[src/rtl/sub_4bit_serial.sv]
// sub_4bit_serial: bit-serial 4-bit subtractor, one bit per clock, LSB first
// Ports:
//   clk, rst_n      rising-edge clock, asynchronous active-low reset
//   start           request; a, b, bin captured when accepted (IDLE or DONE)
//   a, b, bin       minuend, subtrahend, borrow-in
//   d, bout, ovf    difference mod 16, unsigned borrow-out, signed overflow
//   busy            high while bits are being processed
//   done            one-cycle result-valid pulse
module sub_4bit_serial (
    input  logic       clk,
    input  logic       rst_n,
    input  logic       start,
    input  logic [3:0] a,
    input  logic [3:0] b,
    input  logic       bin,
    output logic [3:0] d,
    output logic       bout,
    output logic       ovf,
    output logic       busy,
    output logic       done
);
    typedef enum logic [1:0] {IDLE, RUN, DONE} state_t;
    state_t     state;
    logic [3:0] sa, sb, acc;
    logic [1:0] cnt;
    logic       br, di, br_next, accept;
    assign accept  = start && state != RUN;
    assign di      = sa[0] ^ sb[0] ^ br;
    assign br_next = (~sa[0] & sb[0]) | (~(sa[0] ^ sb[0]) & br);
    // acc collects difference bits from the top so it is complete after bit 3;
    // d/bout/ovf load only on the last bit so partial results never show.
    always_ff @(posedge clk or negedge rst_n) begin
        if (!rst_n) begin
            state <= IDLE;
            sa    <= '0;
            sb    <= '0;
            acc   <= '0;
            cnt   <= '0;
            br    <= 1'b0;
            d     <= '0;
            bout  <= 1'b0;
            ovf   <= 1'b0;
            busy  <= 1'b0;
            done  <= 1'b0;
        end else begin
            done <= 1'b0;
            if (accept) begin
                state <= RUN;
                sa    <= a;
                sb    <= b;
                br    <= bin;
                cnt   <= '0;
                busy  <= 1'b1;
            end else if (state == RUN) begin
                sa  <= sa >> 1;
                sb  <= sb >> 1;
                br  <= br_next;
                acc <= {di, acc[3:1]};
                cnt <= cnt + 2'd1;
                if (cnt == 2'd3) begin
                    state <= DONE;
                    busy  <= 1'b0;
                    done  <= 1'b1;
                    d     <= {di, acc[3:1]};
                    bout  <= br_next;
                    ovf   <= br ^ br_next;
                end
            end else begin
                state <= IDLE;
            end
        end
    end
endmodule

[config.mk]
export PLATFORM = sky130hd
export DESIGN_NAME = sub_4bit_serial
export DESIGN_NICKNAME = d
export VERILOG_FILES = /design/src/rtl/sub_4bit_serial.sv
export SDC_FILE = /design/constraint.sdc
export NUM_CORES = 1
export LEC_CHECK = 0
export BUFFER_PORTS_ARGS = -buffer_cell sky130_fd_sc_hd__buf_2
export CORE_MARGIN = 4
export CORE_UTILIZATION = 30
export DETAILED_ROUTE_END_ITERATION = 6
export SETUP_SLACK_MARGIN = 0.3
export SYNTH_ARGS = -nofsm -noshare
export SYNTH_HDL_FRONTEND = slang
export SYNTH_SLANG_ARGS = --single-unit
[constraint.sdc]
create_clock -name clk -period 2 [get_ports clk]
set_clock_uncertainty 0.2 [all_clocks]
set_input_delay 0.2 -clock clk [delete_from_list [all_inputs] [get_ports clk]]
set_output_delay 0.2 -clock clk [all_outputs]
set_load 0.02 [all_outputs]
## After elaboration in Yosys (flattened, before gate mapping)

Cells that the tools add are included.
W data, S select, Z words.

| storage, ports and cells | value |
|---|---|
| register bits after elaboration | 25 |
| bits of input ports | 12 |
| logic and storage cells | 48 |

| cells by class | value |
|---|---|
| reductions and logical operators | 6 |
| add/subtract/negate cells | 1 |
| mux-type cells | 17 |
| bitwise logic cells | 9 |
| equal/unequal tests | 4 |

Operators by type and width:

| kind | count |
|---|---|
| $mux W4 | 4 |
| $mux W2 | 5 |
| $mux W1 | 8 |
| $reduce_and A2 Y1 | 2 |
| $reduce_bool A2 Y1 | 2 |
| $ne A3 B2 Y1 const B | 1 |
| $not A1 Y1 | 3 |
| $reduce_and A3 Y1 | 1 |
| $xor A1 B1 Y1 | 3 |
| $add A2 B1 Y2 const B | 1 |
| $and A1 B1 Y1 | 2 |
| $eq A2 B1 Y1 const B | 1 |
| $eq A2 B2 Y1 const B | 1 |
| $ne A2 B1 Y1 const B | 1 |
| $logic_and A1 B1 Y1 | 1 |
| $or A1 B1 Y1 | 1 |

## Longest topological paths before layout

| depth | value |
|---|---|
| depth in word-level cells | 6 |
| mapped depth | 4 |
| mapped depth without buffers | 4 |

## Worst setup path before layout

No wires, ideal clock.

| timing | value |
|---|---|
| kind | register -> register |
| start | register sa[0] |
| end | register ovf |
| path buffers | 0 |
| library setup time | 125 ps |
| data required time | 1675 ps |
| cell stages (with the launch flop) | 4 |
| data arrival time | 1215 ps |
| path slack | 460 ps |
| clock period less this slack | 1540 ps |
| cells stage by stage | dfrtp_1 -> fa_1 -> xnor2_1 -> mux2_2 |

| on the way | value |
|---|---|
| word-level cells in the longest chain between the ends | 5 |
| elaborated cells on any way between the ends | 7 |

Ends and longest elaborated chain:

| element | line | source |
|---|---|---|
| from (decl) | 24 | `logic [3:0] sa, sb, acc;` |
| from (signal assigned) | 55 | `sa <= sa >> 1;` |
| $xor A1 B1 Y1 | 29 | `assign br_next = (~sa[0] & sb[0]) \| (~(sa[0] ^ sb[0]) & br);` |
| $not A1 Y1 | 29 |  |
| $and A1 B1 Y1 | 29 |  |
| $or A1 B1 Y1 * | 29 |  |
| $xor A1 B1 Y1 * | 66 | `ovf <= br ^ br_next;` |
| to (signal assigned) | 66 |  |
| to (decl) | 18 | `output logic ovf,` |

Every way passes the cells marked *; elsewhere a longest branch is shown, timed or not.
A chain may end at the register's enable or synchronous reset.

## Final worst setup path

Ends and elaborated chain as after synthesis.

==> run_results.csv <==
group,metric,value,unit
worst_setup_path,arrival,1.62,ns
placement,port_buffers,19,
synth,synthArstFlopShare,100,%
clock_tree,cts_hold_buf,4,
synth,synthAdderAreaFrac,3.04,%
power,power.density,1590,nW/um2
power,vdd_ir_drop_max,0.521,mV
global_route,grt_pass1_vias,690,
synth,synth.distinct_cells,18,
synth,postSynthAreaPerCell,14.7,um2
synth,synth-xor-area-share,0.819,%
synth,synthTopCellsByArea,"dfrtp_1, mux2_2, mux2_4, mux2i_1, mux2_1",
global_route,grt_antenna_before_repair,0,
final_layout,stdcell_area,1300,um2
run,max_cap_violations,0,
final_layout,final_cells,144,
timing,hold_viol,0,
synth,yosysMostFrequentCell,"dfrtp_1",
timing,rsz0062_at_grt,"false",
clock_tree,numCtsBuffers,3,
timing,timing.fmax,0.623,GHz
global_route,grt_pass1_wl,3120,um
synth,ys_ff_latch,24,
timing,relSlewSlack,64.4,%
worst_setup_path,path_class,"register to register",
final_layout,fillers,316,
placement,placed_cells,136,
worst_setup_path,path_max_fanout,3,
synth,syn-cell-area,1070,um2
synth,ys_warn_count,0,
synth,synth_compound_area_share,1.17,%
clock_tree,cts_setup_buffers,0,
routing,detail-route-antenna-nets,0,
synth,syn_nets,87,
final_layout,antennaDiodeCount,0,
clock_tree,clock_sinks,24,
timing,slew_viol_final,0,
placement,gp_congestion,0.672,
floorplanning,design.core.area,3390,um2
synth,synth_common_cells,"dfrtp_1, mux2_2, mux2_4, mux2i_1, inv_1",
clock_tree,cts.clk_slew.worst_paths,0.13,ns
synth,yosys.area_share.simple,5.26,%
placement,place_area,1210,um2
floorplanning,die_area,4590,um2
synth,synth_top_area_share,56.1,%
clock_tree,ctsResizeCount,0,
clock_tree,htree_levels,1,
routing,vias,624,
timing,period_minus_slack,1.61,ns
power,p_leak,0.000648,uW
routing,drc,0,
worst_setup_path,worstSetupStartpointType,"register",
routing,wl_per_cell,12.6,um
final_layout,post-route-util,38.4,%
global_route,grt_usage,9.23,%
worst_setup_path,critPathCaptureType,"register",
routing,first_pass_iters,4,
clock_tree,cts_tree,"yes",
clock_tree,cts_max_path_buffers,2,
hold_path,hp-start,"a[2]",
synth,synth_cells,73,
floorplanning,die_w,67.7,um
floorplanning,die_y,67.7,um
worst_setup_path,crit_chain,"fa_1, xnor2_1, mux2_2",
timing,fin_crit_sh,80.3,%
worst_setup_path,crit-reg2reg-launch,"sa[0]",
clock_tree,root_buffer,"clkbuf_4",
synth,synth_ff_type,"dfrtp_1",
floorplanning,ios,20,
timing,tightest_slew,0.534,ns
worst_setup_path,cp.required,2.01,ns
worst_setup_path,slowest_delay,0.48,ns
routing,drt-initial-drc-count,33,
hold_path,min_path_type,"input port to register",
routing,wirelength,1810,um
worst_setup_path,cp-startpoint,"sa[0]",
global_route,grt_max_degree,25,
timing,setup_viol,0,
worst_setup_path,r2r_cells,3,
final_layout,drive_gt1_share,45.9,%
worst_setup_path,cp_slowest_cell,"fa_1",
floorplanning,start_util,31.6,%
clock_tree,clk_latency,0.31,ns
global_route,overflow,0,
synth,synth_mux_area_share,29.8,%
final_layout,finish.net_count,113,
timing,fin_setup_tns,0,ns
routing,via_per_inst,4.33,
synth,synth_top_area_cell,"dfrtp_1",
status,status,"finished, final reports clean",
final_layout,area_delta_synth_final,21.6,%
synth,ys_seq_area_share,56.1,%
synth,synth_top_family_by_area,"multiplexers",
placement,dp_hpwl,1330,um
floorplanning,row_count,21,
synth,synth_edf_count,0,
hold_path,hold_depth,3,
-- metal layers --
metal,vias to the layer above,routed length [um],GRT usage [%]
met4,0,19,3.04
met1,312,795,10.9
met5,-,0,0
met3,2,78,2.50
li1,294,-,-
met2,16,918,16.0
-- where the power goes --
group	leakage (uW)	switching [uW]	internal [uW]	total, uW
Sequential	0.000296	127	715	842
Clock	0.0000279	143	203	345
Combinational	0.000324	408	477	885
Total	0.000648	678	1390	2070
-- worst max-delay path, delay by kind of cell, from the launching register on --
family / cells / cell delay (ns)
adder cells (fa/ha/maj): 1 / 0.48
flip-flops: 1 / 0.43
XOR/XNOR: 1 / 0.14
multiplexers: 1 / 0.26
-- placed cells by master, fill, tap and decap left out, types with 2 or more instances in the layout --
master / Yosys / routed
dfrtp_1: 24 / 24
buf_2: 2 / 19
mux2_2: 13 / 13
mux2i_1: 6 / 6
mux2_4: 6 / 6
inv_1: 5 / 5
dlygate4sd3_1: 0 / 4
nor2_1: 3 / 3
clkbuf_4: 0 / 3
nor2b_1: 2 / 2
nand2b_1: 2 / 2
mux2_1: 2 / 2
-- cells by family (layout without fill, tap and decap cells) --
family / Yosys count / count (layout)
multiplexers: 27 / 27
flip-flops: 24 / 24
AND/OR/NAND/NOR: 9 / 9
buffers and inverters: 8 / 33
adder cells (fa/ha/maj): 2 / 2
AO/OA/AOI/OAI: 2 / 2
XOR/XNOR: 1 / 1
-- metrics by stage --
stage          hold WS, ns  worst slack, ns  power [uW]
2_1_floorplan       -0.296            0.460        1520
3_3_place_gp       0.00748            0.442        1730
3_5_place_dp        0.0160            0.403        1750
4_1_cts             0.0216            0.391        2120
5_1_grt             0.0124            0.325        2240
6_report            0.0374            0.394        2070
-- final cells by class --
cell class / count / area (um2) / share of cell area (%)
repair buffers: 24 / 143 / 11.0
flip-flops and latches: 24 / 601 / 46.2
clock inverters: 1 / 30.0 / 2.31
clock buffers: 3 / 22.5 / 1.73
inverters: 5 / 18.8 / 1.44
well taps: 46 / 57.6 / 4.42
multi-input cells: 41 / 429 / 33.0
-- registers in the layout, summed over array words and instances, names as in the netlist --
name	count
done	1
bout	1
state	2
sb	4
ovf	1
cnt	2
busy	1
d	4
br	1
sa	4
acc	3
-- final timing paths --
check | endpoint | slack, ns
hold reg to reg | sb[2] | 0.30
setup / recovery | ovf | 0.39
hold / removal | sa[2] | 0.04
setup reg to reg | ovf | 0.39
max in group asynchronous | acc[1] | 1.07
min in group asynchronous | sb[2] | 0.18
(Power assumes the default switching activity.)
